--- config.mk ---
export PLATFORM = sky130hd
export DESIGN_NAME = seg_scan_decoder
export DESIGN_NICKNAME = d
export VERILOG_FILES = /design/src/rtl/seg_pkg.sv /design/src/rtl/seg_glyph_dec.sv /design/src/rtl/seg_scan_decoder.sv
export SDC_FILE = /design/constraint.sdc
export NUM_CORES = 1
export LEC_CHECK = 0
export CAP_MARGIN = 20
export CORE_AREA = 2 2 163 165
export CTS_CLUSTER_SIZE = 8
export DETAILED_ROUTE_END_ITERATION = 12
export DIE_AREA = 0 0 165 167
export GPL_TIMING_DRIVEN = 0
export SETUP_SLACK_MARGIN = 0.4
export SKIP_LAST_GASP = 1
export SLEW_MARGIN = 15
export SYNTH_ARGS = -nofsm -noshare
export SYNTH_HDL_FRONTEND = slang
export SYNTH_SLANG_ARGS = --single-unit
export TNS_END_PERCENT = 1
--- constraint.sdc ---
create_clock -name clk -period 6 [get_ports clk]
set_clock_uncertainty 0.15 [all_clocks]
set_input_delay 0.6 -clock clk [delete_from_list [all_inputs] [get_ports clk]]
set_output_delay 0.6 -clock clk [all_outputs]
set_load 0.02 [all_outputs]
--- src/rtl/seg_pkg.sv ---
// Shared constants for the 7-segment scan decoder: glyph patterns, segment indices, digit count.
// No logic; latency and backpressure not applicable.
// Glyph patterns are active-high in {g,f,e,d,c,b,a} order.
package seg_pkg;

  localparam int NUM_DIGITS = 4;

  localparam int SEG_A  = 0;
  localparam int SEG_G  = 6;
  localparam int SEG_DP = 7;

  localparam logic [6:0] GLYPH_0 = 7'h3F;
  localparam logic [6:0] GLYPH_1 = 7'h06;
  localparam logic [6:0] GLYPH_2 = 7'h5B;
  localparam logic [6:0] GLYPH_3 = 7'h4F;
  localparam logic [6:0] GLYPH_4 = 7'h66;
  localparam logic [6:0] GLYPH_5 = 7'h6D;
  localparam logic [6:0] GLYPH_6 = 7'h7D;
  localparam logic [6:0] GLYPH_7 = 7'h07;
  localparam logic [6:0] GLYPH_8 = 7'h7F;
  localparam logic [6:0] GLYPH_9 = 7'h6F;
  localparam logic [6:0] GLYPH_A = 7'h77;
  localparam logic [6:0] GLYPH_B = 7'h7C;
  localparam logic [6:0] GLYPH_C = 7'h39;
  localparam logic [6:0] GLYPH_D = 7'h5E;
  localparam logic [6:0] GLYPH_E = 7'h79;
  localparam logic [6:0] GLYPH_F = 7'h71;

endpackage

--- src/rtl/seg_glyph_dec.sv ---
// Maps one active-high 7-segment pattern to a hex nibble plus a legal flag.
// Purely combinational, zero latency.
// No flow control; unrecognised patterns give nibble 0 and legal=0.
module seg_glyph_dec
  import seg_pkg::*;
(
  input  logic [6:0] pattern,
  output logic       legal,
  output logic [3:0] nibble
);

  always_comb begin
    legal  = 1'b1;
    nibble = 4'h0;
    case (pattern[SEG_G:SEG_A])
      GLYPH_0: nibble = 4'h0;
      GLYPH_1: nibble = 4'h1;
      GLYPH_2: nibble = 4'h2;
      GLYPH_3: nibble = 4'h3;
      GLYPH_4: nibble = 4'h4;
      GLYPH_5: nibble = 4'h5;
      GLYPH_6: nibble = 4'h6;
      GLYPH_7: nibble = 4'h7;
      GLYPH_8: nibble = 4'h8;
      GLYPH_9: nibble = 4'h9;
      GLYPH_A: nibble = 4'hA;
      GLYPH_B: nibble = 4'hB;
      GLYPH_C: nibble = 4'hC;
      GLYPH_D: nibble = 4'hD;
      GLYPH_E: nibble = 4'hE;
      GLYPH_F: nibble = 4'hF;
      default: legal  = 1'b0;
    endcase
  end

endmodule

--- src/rtl/seg_scan_decoder.sv ---
// Rebuilds a 4-digit multiplexed 7-segment frame from sampled anode/segment lines.
// Latency: 2 sync + SETTLE cycles per digit latch; frame outputs registered one cycle after the last latch.
// No backpressure: pure observer. SEG_SCAN_DECODER_DP_EN enables decimal-point capture.
module seg_scan_decoder
  import seg_pkg::*;
#(
  parameter int SETTLE  = 16,
  parameter int TIMEOUT = 100000
) (
  input  logic        clk,
  input  logic        reset,
  input  logic [3:0]  an,
  input  logic [7:0]  seg,
  output logic [31:0] raw,
  output logic [15:0] hex,
  output logic        hex_ok,
  output logic [3:0]  dp_out,
  output logic        frame_valid,
  output logic        stale
);

  localparam int CW = $clog2(SETTLE);
  localparam int TW = $clog2(TIMEOUT + 1);
  localparam logic [CW-1:0] CNT_LAST = CW'(SETTLE - 1);
  localparam logic [CW-1:0] CNT_PRE  = CW'(SETTLE - 2);
  localparam logic [TW-1:0] TO_MAX   = TW'(TIMEOUT);

`ifdef SEG_SCAN_DECODER_DP_EN
  localparam logic [7:0] SEG_MASK = 8'hFF;
`else
  localparam logic [7:0] SEG_MASK = 8'h7F;
`endif

  logic [3:0]            an_s1, an_s2, an_q;
  logic [7:0]            seg_s1, seg_s2, seg_q;
  logic [CW-1:0]         settle_cnt;
  logic [TW-1:0]         to_cnt;
  logic [3:0]            mask, mask_nxt;
  logic [NUM_DIGITS-1:0][7:0] slot, slot_nxt;
  logic                  sample_ok, same, latch, complete;
  logic [1:0]            dig_idx;
  logic [NUM_DIGITS-1:0] legal;
  logic [15:0]           nib;
  logic [3:0]            dp_nxt;

  assign sample_ok = $onehot(~an_s2);
  assign same      = (an_s2 == an_q) && ((seg_s2 & SEG_MASK) == (seg_q & SEG_MASK));
  assign latch     = sample_ok && same && (settle_cnt == CNT_PRE);

  always_comb begin
    dig_idx = 2'd0;
    for (int i = 0; i < NUM_DIGITS; i++)
      if (!an_s2[i]) dig_idx = 2'(i);
  end

  // The completing digit is merged here so it lands in the same frame.
  always_comb begin
    slot_nxt = slot;
    mask_nxt = mask;
    if (latch) begin
      slot_nxt[dig_idx] = ~seg_s2 & SEG_MASK;
      mask_nxt[dig_idx] = 1'b1;
    end
  end

  assign complete = &mask_nxt;

  for (genvar g = 0; g < NUM_DIGITS; g++) begin : g_dec
    seg_glyph_dec u_dec (
      .pattern (slot_nxt[g][6:0]),
      .legal   (legal[g]),
      .nibble  (nib[4*g +: 4])
    );
    assign dp_nxt[g] = slot_nxt[g][SEG_DP];
  end

  assign stale = (to_cnt == TO_MAX);

  always_ff @(posedge clk or posedge reset) begin
    if (reset) begin
      an_s1       <= 4'hF;
      an_s2       <= 4'hF;
      an_q        <= 4'hF;
      seg_s1      <= 8'hFF;
      seg_s2      <= 8'hFF;
      seg_q       <= 8'hFF;
      settle_cnt  <= '0;
      to_cnt      <= '0;
      mask        <= 4'h0;
      slot        <= '0;
      raw         <= 32'h0;
      hex         <= 16'h0;
      hex_ok      <= 1'b0;
      dp_out      <= 4'h0;
      frame_valid <= 1'b0;
    end else begin
      an_s1  <= an;
      an_s2  <= an_s1;
      an_q   <= an_s2;
      seg_s1 <= seg;
      seg_s2 <= seg_s1;
      seg_q  <= seg_s2;

      if (!sample_ok || !same)
        settle_cnt <= '0;
      else if (settle_cnt != CNT_LAST)
        settle_cnt <= settle_cnt + 1'b1;

      slot        <= slot_nxt;
      frame_valid <= complete;
      if (complete) begin
        mask   <= 4'h0;
        raw    <= slot_nxt;
        hex    <= nib;
        hex_ok <= &legal;
        dp_out <= dp_nxt;
        to_cnt <= '0;
      end else begin
        mask <= mask_nxt;
        if (to_cnt != TO_MAX)
          to_cnt <= to_cnt + 1'b1;
      end
    end
  end

endmodule

==> metrics.md, run 1 <==
| Metric | Value |
|---|---|
| Initial antenna violation count | 0 |
| Row count | 59 |
| Hold endpoint | seg_s2[0] |
| Most frequent cells in the layout | dfrtp_1 (107), nor2_1 (95), clkdlybuf4s50_1 (67) |
| Crit-path max FO | 10 |
| Pre-antenna DRT Iters | 5 |
| Total leakage power | 3.81 nW |
| Worst r2r dst | hex[11] |
| Hold_sp | seg_s1[0] |
| Global Route met3 Usage | about 3.3% |
| Worst R2R Path Depth | 15 |
| Max transition margin | between 30% and 40% |
| Antenna diodes | 0 |
| Largest net degree at the start of global routing | a little over 80 |
| Port buffer count | 67 |
| Grt met1 use | between 20% and 30% |
| Post-Syn Instances | approximately 800 |
| Number of fill cells | ~2,600 |
| Startpoint types | flip-flop |
| Peak supply drop | around 0.14 mV |
| Main area contributors after synthesis | dfrtp_1 (35%), dfstp_2 (11%), mux2_2 (5.2%) |
| Worst path slowest cell | nor4_4 |
| Final hold slack | between 200 and 250 ps |
| Antenna viol nets, final | 0 |
| H-tree depth | 4 |
| CTS root buf | clkbuf_16 |
| Mapped Avg Cell Area | a little over 9 um^2 |
| DRC Markers | 0 |
| Vias in the first global route | ~6,400 |
| Status | completed |
| Routed vias/inst | 5.23 |
| Distinct cells, synth | 63 |
| RSZ-0062 raised after global routing | no |
| Top cell type's share of synthesized area | 35.2% |
| Top cell family by delay on the critical path | simple AND/OR/NAND/NOR gates |
| Fin cells | between 1,000 and 1,500 |
| Most used routing layer | met2 |
| Clock insertion delay at the later pin of the skew report | around 420 ps |
| Clock period minus worst slack | around 5100 ps |
| Layout area overhead | 22.3% |
| Final wirelength | 23.1 mm |
| DIE AREA | ~28,000 um^2 |
| Starting DRC count in detailed routing | 536 |
| Max-slew violation count | 0 |
| Placer Congestion | ~0.94 |
| Reg2reg setup slack | roughly 870 ps |
| Final Hold Vio Count | 0 |
| Most common flop cell mapped by yosys | dfrtp_1 |
| TritonCTS clock tree | built |
| Pwr dens | approximately 220 nW/um^2 |
| Vias | between 6,000 and 7,000 |
| Yosys top cell by area | dfrtp_1 |
| CTS max path bufs | 2 |
| Worst setup EP type | flip-flop |
| Core Area | 25,800 um^2 |
| Worst slew pin tran | between 900 and 1000 ps |
| Hold_buf cts | 0 |
| Starting Density | about 29% |
| Layout cells sized above 1 | between 10% and 20% |
| CTS Buf Count | 17 |
| Gr usage total | between 10% and 20% |
| CP Cell Sequence | clkbuf_1, inv_1, ha_1, ha_1, nor3b_1, nand4_1, or4_1, buf_2, nor4_4, nor2_1, nor4_4, buf_2, buf_2, nor2_1, a31oi_1 |
| Register bit total from synthesis | 140 |
| Worst path bufs/invs | 5 |
| IO Pins | slightly below 70 |
| Critical path class | reg2reg |
| Post-DP HPWL | ~17 mm |
| EDFF count, synth | 0 |
| Global-route wire length before repair | around 37 mm |
| Maxcap violations | 0 |
| Die X | between 150 and 200 um |
| Core Util, Final | ~36% |
| Final setup fails | 0 |
| HP Class | reg2reg |
| Syn Nets | approximately 830 |
| RR Startpoint | an_s2[2] |
| Remaining Overflow, GRT | 0 |
| Total power | between 2 and 2.5 mW |
| WP data required | 6180 ps |
| Async S/R FF share, synth | 100% |
| Post CTS Setup Buffer Count | 0 |
| Max incr delay on CP | 560 ps |
| Clk slew on worst S/H paths | 60 ps |
| DR WL/cell | 18.5 um |
| Cell Area, Synth | approximately 7600 um^2 |
| Grt met2 use | roughly a quarter |
| Register area share after synthesis | 46.6% |
| Nets | 921 |
| Fmax | about 0.19 GHz |
| Commonest non-fill, non-tap cell in the layout | dfrtp_1 |
| Hold depth | 0 |
| Syn. warnings | 0 |
| Vert. Die Dim | between 150 and 200 um |
| Placed Instances | roughly 1,200 |
| Final period utilization | between 80% and 90% |
| Setup tns final | 0 ps |
| Critical path's most frequent cell | buf_2 |
| Arr. time, crit path | ~5300 ps |
| Clock Sinks | between 100 and 150 |
metrics by stage:
stage / instance area [um^2] / worst slack [ps]
3_5_place_dp: 8730 / 665
2_1_floorplan: 7600 / 1550
4_1_cts: 9290 / 642
3_3_place_gp: 8690 / -446
5_1_grt: 9300 / 524
6_report: 9300 / 866
cell families after synthesis:
group / count (synthesis) / synth area share (%)
AOI/OAI and AO/OA: 141 / 11.4
buffers and inverters: 82 / 4.46
adders and majority gates: 7 / 1.25
xor gates and xnor gates: 33 / 3.90
muxes: 55 / 7.82
DFF: 140 / 46.6
and+or+nand+nor: 354 / 24.5
worst max path at each step:
| stage | from | end | slack, ps | cells past startpoint |
|---|---|---|---|---|
| 2_1_floorplan | reset | frame_valid | 1550 | 1 |
| 3_3_place_gp | reset | frame_valid | -450 | 2 |
| 3_5_place_dp | an_s2[2] | raw[0] | 670 | 14 |
| 4_1_cts | an_s2[2] | raw[13] | 640 | 14 |
| 5_1_grt | an_s2[2] | hex[7] | 520 | 15 |
| 6_report | an_s2[2] | hex[11] | 870 | 15 |
worst reg2reg max path: stages (launching register included):
cell	delay, ps
dfstp_2	530
clkbuf_1	340
inv_1	230
ha_1	250
ha_1	270
nor3b_1	250
nand4_1	190
or4_1	520
buf_2	210
nor4_4	360
nor2_1	170
nor4_4	560
buf_2	410
buf_2	390
nor2_1	80
a31oi_1	150
final cells by class:
type | count | area [um^2] | area share [%]
clock inverter | 14 | 135 | 1.45
multi-input combinational | 590 | 3720 | 40.0
clock buffer | 18 | 429 | 4.62
buffer | 58 | 250 | 2.69
sequential | 140 | 3540 | 38.1
tap | 335 | 419 | 4.51
inverter | 24 | 97.6 | 1.05
timing repair buffer | 69 | 703 | 7.56
cells in the mapped netlist, types with 8 or more instances:
cell type  instances
mux2i_1           20
nand4_1           21
nor2_1            95
mux2_2            35
nor4_1            16
and2_1            11
dfstp_2           33
and3_1            12
buf_2             13
a21oi_1           35
xor2_1            12
clkbuf_1          38
dfrtp_1          107
or4_1             10
nor3_1            18
nand2_1           64
xnor2_1           20
nand3_1           43
a31oi_1           10
a211oi_1           8
nand2b_1          10
nand3b_1           9
inv_1             24
o21ai_0           49
flip-flops by register name, summed over array words and instances, names as in the netlist:
name,count
an_q,4
an_s1,4
an_s2,4
frame_valid,1
hex,16
hex_ok,1
mask,4
raw,32
seg_q,7
seg_s1,7
seg_s2,7
settle_cnt,4
slot,32
to_cnt,17
layer usage:
layer / wire length (um) / share of wire (%) / vias up
met5: 0 / 0 / -
met4: 668 / 2.9 / 0
met3: 1450 / 6.3 / 43
met2: 10300 / 45 / 269
met1: 10600 / 46 / 3138
li1: - / - / 3080
report_power, final:
part	total, mW	switching [mW]	internal (mW)	leakage, nW
logic	0.0960	0.0672	0.0287	1.70
registers	0.973	0.00858	0.965	1.83
clock network	1.02	0.442	0.580	0.278
what timing repair did:
item                       CTS  global route
hold endpoints to repair     0             0
setup endpoints to repair    0             3
gates resized for setup      0             2
Power figures use the tool's default switching activity.
==> inputs of run 2 (changes only) <==
- PLACE_DENSITY: default -> 0.48
==> run 2 against run 1 <==
Compared with the run above: sequential share of layout area is 0.59 points lower; core utilization is 0.57 points higher; power is 9.8% higher; critical path depth is 2 lower; largest power group unchanged.
==> metrics.md, run 2 (synthesis results as in run 1) <==
| Metric | Value |
|---|---|
| Gr usage total | 17.8% (+0.48 points) |
| Final setup fails | 0 (unchanged) |
| Placer Congestion | 0.919 (-2.3%) |
| Vias in the first global route | 6,468 (+1.4%) |
| Arr. time, crit path | 5400 ps (+80 ps) |
| Clock period minus worst slack | 5180 ps (+47.2 ps) |
| Initial antenna violation count | 0 (unchanged) |
| Layout area overhead | 24.2% |
| Clk slew on worst S/H paths | 60 ps (about the same) |
| RSZ-0062 raised after global routing | no |
| CTS Buf Count | 17 (unchanged) |
| Total leakage power | 3.87 nW (+1.7%) |
| DR WL/cell | 18.8 um (+2.0%) |
| Nets | 924 (+0.33%) |
| Worst setup EP type | flip-flop |
| CTS max path bufs | 2 (unchanged) |
| Starting Density | 29.5% (unchanged) |
| Final WS setup | 818 ps (-47.2 ps) |
| Row count | 59 (unchanged) |
| Placed Instance Area | 8730 um^2 (about the same) |
| Worst slew pin tran | 893 ps (-8.40 ps) |
| Vias | 6,469 (-0.93%) |
| HP Class | reg2reg |
| Final period utilization | 86.4% (+0.79 points) |
| Fmax | 0.193 GHz (-0.91%) |
| Status | completed |
| Peak supply drop | 0.111 mV (-18%) |
| Setup tns final | 0 ps (unchanged) |
| Post-DP HPWL | 16.8 mm (+1.5%) |
| TritonCTS clock tree | built |
| WP data required | 6220 ps (+40 ps) |
| H-tree depth | 4 (unchanged) |
| Commonest non-fill, non-tap cell in the layout | dfrtp_1 |
| Clock Sinks | 140 (unchanged) |
| Placed Instances | 1,215 (-0.082%) |
| CTS root buf | clkbuf_16 |
| Startpoint types | flip-flop |
| Pwr dens | 243 nW/um^2 (+8.1%) |
| Remaining Overflow, GRT | 0 (unchanged) |
| Most frequent cells in the layout | dfrtp_1 (107), nor2_1 (95), clkdlybuf4s50_1 (67) |
| IO Pins | 69 (unchanged) |
| Clock insertion delay at the later pin of the skew report | 430 ps (about the same) |
| Worst slack, placed | 565 ps (-99.7 ps) |
| Global-route wire length before repair | 37.7 mm (+2.2%) |
| Starting DRC count in detailed routing | 636 (+19%) |
| DRC Markers | 0 (unchanged) |
| Largest net degree at the start of global routing | 77 (-6.1%) |
| Fin cells | 1,251 (+0.24%) |
| Crit-path max FO | 10 (unchanged) |
| Maxcap violations | 0 (unchanged) |
| Post-route cell area | 9440 um^2 (+1.6%) |
| Max-slew violation count | 0 (unchanged) |
| Final hold slack | 200 ps (-2.05 ps) |
| Antenna viol nets, final | 0 (unchanged) |
| Max transition margin | 39.9% (+0.53 points) |
| Final Hold Vio Count | 0 (unchanged) |
| Critical path class | reg2reg |
| Vert. Die Dim | 167 um (unchanged) |
| Layout cells sized above 1 | 14.5% (+0.39 points) |
| Core Area | 25,800 um^2 (unchanged) |
| Routed vias/inst | 5.17 (-1.2%) |
| Largest regs | raw x32, slot x32, to_cnt x17 |
| Port buffer count | 67 (unchanged) |
| Final wirelength | 23.6 mm (+2.3%) |
| DIE AREA | 27,600 um^2 (unchanged) |
| Die X | 165 um (unchanged) |
| Antenna diodes | 0 (unchanged) |
| Hold_buf cts | 0 (unchanged) |
| Pre-antenna DRT Iters | 5 (unchanged) |
-- run 2: final cells by class --
cell class / count / area (um^2)
Buffer: 58 / 250
Clock buffer: 19 / 443
Clock inverter: 13 / 236
Fill cell: 2592 / 16300
Inverter: 24 / 97.6
Multi-Input combinational cell: 590 / 3720
Sequential cell: 140 / 3540
Tap cell: 335 / 419
Timing Repair Buffer: 72 / 728
-- run 2: repair_timing --
item                                    CTS  global route
endpoints found under the setup margin    0            34
buffers inserted                          0             4
resized for setup                         0             2
-- run 2: path summary, 6_finish.rpt --
| path | from | to | slack (ps) | cells past startpoint |
|---|---|---|---|---|
| max in group asynchronous | reset | mask[1] | 4500 | 3 |
| hold / removal | seg_s1[4] | seg_s2[4] | 200 | 0 |
| hold reg to reg | seg_s1[4] | seg_s2[4] | 200 | 0 |
| setup / recovery | an_s2[2] | hex[1] | 820 | 13 |
| setup reg to reg | an_s2[2] | hex[1] | 820 | 13 |
| min in group asynchronous | reset | raw[26] | 480 | 2 |
-- run 2: metal layers --
| layer | vias up | wire length [um] | GRT usage, % | part of all wire, % |
|---|---|---|---|---|
| met5 | - | 0 | 0 | 0 |
| met4 | 0 | 388 | 6.05 | 1.6 |
| met3 | 25 | 1030 | 3.21 | 4.4 |
| met2 | 211 | 10700 | 27.0 | 45 |
| met1 | 3145 | 11400 | 25.6 | 49 |
| li1 | 3088 | - | - | - |
-- run 2: worst max-delay path, stage by stage, from the launching register on --
cell and delay (ps):
dfstp_2 530, clkbuf_1 330, inv_1 250, ha_1 260
ha_1 260, nor3b_1 260, nand4_1 210, nor4_2 820
nand4_1 500, buf_2 340, o21ai_0 670, a21boi_0 200
o21ai_0 180, mux2_2 160
-- run 2: through the flow --
step           power, mW  util, %
2_1_floorplan       1.05        -
3_3_place_gp        1.08     33.7
3_5_place_dp        1.09     33.9
4_1_cts             2.33     36.5
5_1_grt             2.39     36.6
6_report            2.30     36.6
-- run 2: power breakdown --
| part | switching (mW) | internal [mW] |
|---|---|---|
| registers | 0.00868 | 0.965 |
| clock network | 0.432 | 0.795 |
| logic | 0.0680 | 0.0287 |
==> inputs of run 3 (changes only) <==
- CTS_BUF_LIST: default -> sky130_fd_sc_hd__clkbuf_8 sky130_fd_sc_hd__clkbuf_16
==> run 3 against run 2 <==
Compared with the run above: clock power is essentially flat; sequential share of layout area unchanged; routed wire length shrank 0.42%; worst setup slack better by 41 ps; non-clock buffer count unchanged; critical path type unchanged; cell count is the same; hold slack about the same; largest cell class unchanged; register-to-register slack gained 40 ps; power decreased by 0.16%; core utilization stayed put; sequential cell count unchanged.
==> metrics.md, run 3 (synthesis results as in run 1) <==
| Metric | Value |
|---|---|
| Status | completed |
| Reg2reg setup slack | 860 ps (+40 ps) |
| Clock Sinks | 140 (unchanged) |
| Commonest non-fill, non-tap cell in the layout | dfrtp_1 |
| IO Pins | 69 (unchanged) |
| Gr usage total | 17.8% (about the same) |
| Max incr delay on CP | 800 ps (-20 ps) |
| Antenna viol nets, final | 0 (unchanged) |
| Port buffer count | 67 (unchanged) |
| Fin cells | 1,251 (unchanged) |
| Setup tns final | 0 ps (unchanged) |
| Vert. Die Dim | 167 um (unchanged) |
| Placed Instances | 1,215 (unchanged) |
| Final setup fails | 0 (unchanged) |
| Row count | 59 (unchanged) |
| H-tree depth | 4 (unchanged) |
| Placer Congestion | 0.919 (unchanged) |
| Final Hold Vio Count | 0 (unchanged) |
| Clk slew on worst S/H paths | 70 ps (about the same) |
| Starting DRC count in detailed routing | 654 (+2.8%) |
| Clock insertion delay at the later pin of the skew report | 430 ps (about the same) |
| Vias | 6,461 (-0.12%) |
| WP data required | 6220 ps (about the same) |
| Layout cells sized above 1 | 14.5% (unchanged) |
| Fmax | 0.195 GHz (+0.79%) |
| Pwr dens | 243 nW/um^2 (-0.16%) |
| Die X | 165 um (unchanged) |
| Worst path slowest cell | nor4_2 |
| Routed vias/inst | 5.16 (-0.12%) |
| Pre-antenna DRT Iters | 5 (unchanged) |
| Final wirelength | 23.5 mm (-0.42%) |
| DRC Markers | 0 (unchanged) |
| Largest net degree at the start of global routing | 77 (unchanged) |
| Clock period minus worst slack | 5140 ps (-40.7 ps) |
| CTS root buf | clkbuf_16 |
| Worst slew pin tran | 878 ps (-15.7 ps) |
| Startpoint types | flip-flop |
| Antenna diodes | 0 (unchanged) |
| CP Cell Sequence | clkbuf_1, inv_1, ha_1, ha_1, nor3b_1, nand4_1, nor4_2, nand4_1, buf_2, o21ai_0, a21boi_0, o21ai_0, mux2_2 |
| Nets | 924 (unchanged) |
| Maxcap violations | 0 (unchanged) |
| Worst setup EP type | flip-flop |
| HP Class | reg2reg |
| Core Area | 25,800 um^2 (unchanged) |
| TritonCTS clock tree | built |
| Final period utilization | 85.7% (-0.68 points) |
| Most frequent cells in the layout | dfrtp_1 (107), nor2_1 (95), clkdlybuf4s50_1 (67) |
| Post-DP HPWL | 16.8 mm (unchanged) |
| Remaining Overflow, GRT | 0 (unchanged) |
| Starting Density | 29.5% (unchanged) |
| Number of fill cells | 2,592 (unchanged) |
| DR WL/cell | 18.8 um (-0.42%) |
| DIE AREA | 27,600 um^2 (unchanged) |
| Max transition margin | 41.0% (+1.1 points) |
| Peak supply drop | 0.111 mV (about the same) |
| RSZ-0062 raised after global routing | no |
| Largest regs | raw x32, slot x32, to_cnt x17 |
| Layout area overhead | 24.2% (unchanged) |
| Global-route wire length before repair | 37.7 mm (about the same) |
| Initial antenna violation count | 0 (unchanged) |
| Vias in the first global route | 6,469 (+0.015%) |
| Arr. time, crit path | 5360 ps (-40 ps) |
| Total leakage power | 3.88 nW (+0.11%) |
| Critical path class | reg2reg |
| Crit-path max FO | 10 (unchanged) |
| Max-slew violation count | 0 (unchanged) |
| CTS Buf Count | 17 (unchanged) |
| CTS max path bufs | 2 (unchanged) |
-- run 3: per-stage QoR --
stage | hold slack, ps | util (%) | total power [mW] | setup slack [ps] | area [um^2]
6_report | 200 | 36.6 | 2.29 | 859 | 9440
5_1_grt | 197 | 36.6 | 2.39 | 522 | 9440
4_1_cts | 200 | 36.5 | 2.33 | 529 | 9410
3_5_place_dp | 197 | 33.9 | 1.09 | 565 | 8730
3_3_place_gp | 196 | 33.7 | 1.08 | -628 | 8690
2_1_floorplan | 195 | - | 1.05 | 1550 | 7600
-- run 3: worst paths after layout --
kind | start | end | cells after the start
worst max register to register | an_s2[2] | hex[1] | 13
worst min register to register | seg_s1[4] | seg_s2[4] | 0
min in group asynchronous | reset | raw[26] | 2
worst min-delay path | seg_s1[4] | seg_s2[4] | 0
max in group asynchronous | reset | mask[1] | 3
worst max-delay path | an_s2[2] | hex[1] | 13
-- run 3: worst max-delay path, delay by kind of cell (launching register included) --
family | cells | cell delay (ps)
muxes | 1 | 160
and+or+nand+nor | 4 | 1770
buffers and inverters | 3 | 920
DFF | 1 | 530
adders and majority gates | 2 | 520
AOI/OAI and AO/OA | 3 | 1040
-- run 3: repair_timing --
action / CTS / global route
hold buffers: 0 / 0
buffers inserted: 0 / 4
gates resized for setup: 0 / 2
endpoints found under the setup margin: 0 / 34
-- run 3: power breakdown --
part	switching (mW)	leakage, nW	internal (mW)
Combinational	0.0680	1.72	0.0287
Clock	0.430	0.332	0.793
Sequential	0.00864	1.83	0.965
-- run 3: final cells by class --
type	count	area, um^2	area share, %
plain buffers	58	250	2.65
clock buffers	18	439	4.65
clock inverters	14	240	2.54
inverters	24	97.6	1.03
multi-input cells	590	3720	39.4
flip-flops and latches	140	3540	37.5
well taps	335	419	4.44
repair buffers	72	728	7.71
-- run 3: layer usage --
metal	GRT usage, %	vias up	wire (um)
met1	25.5	3132	11400
met2	27.0	206	10600
met3	3.21	31	1020
met5	0	-	0
met4	6.05	0	423
li1	-	3092	-
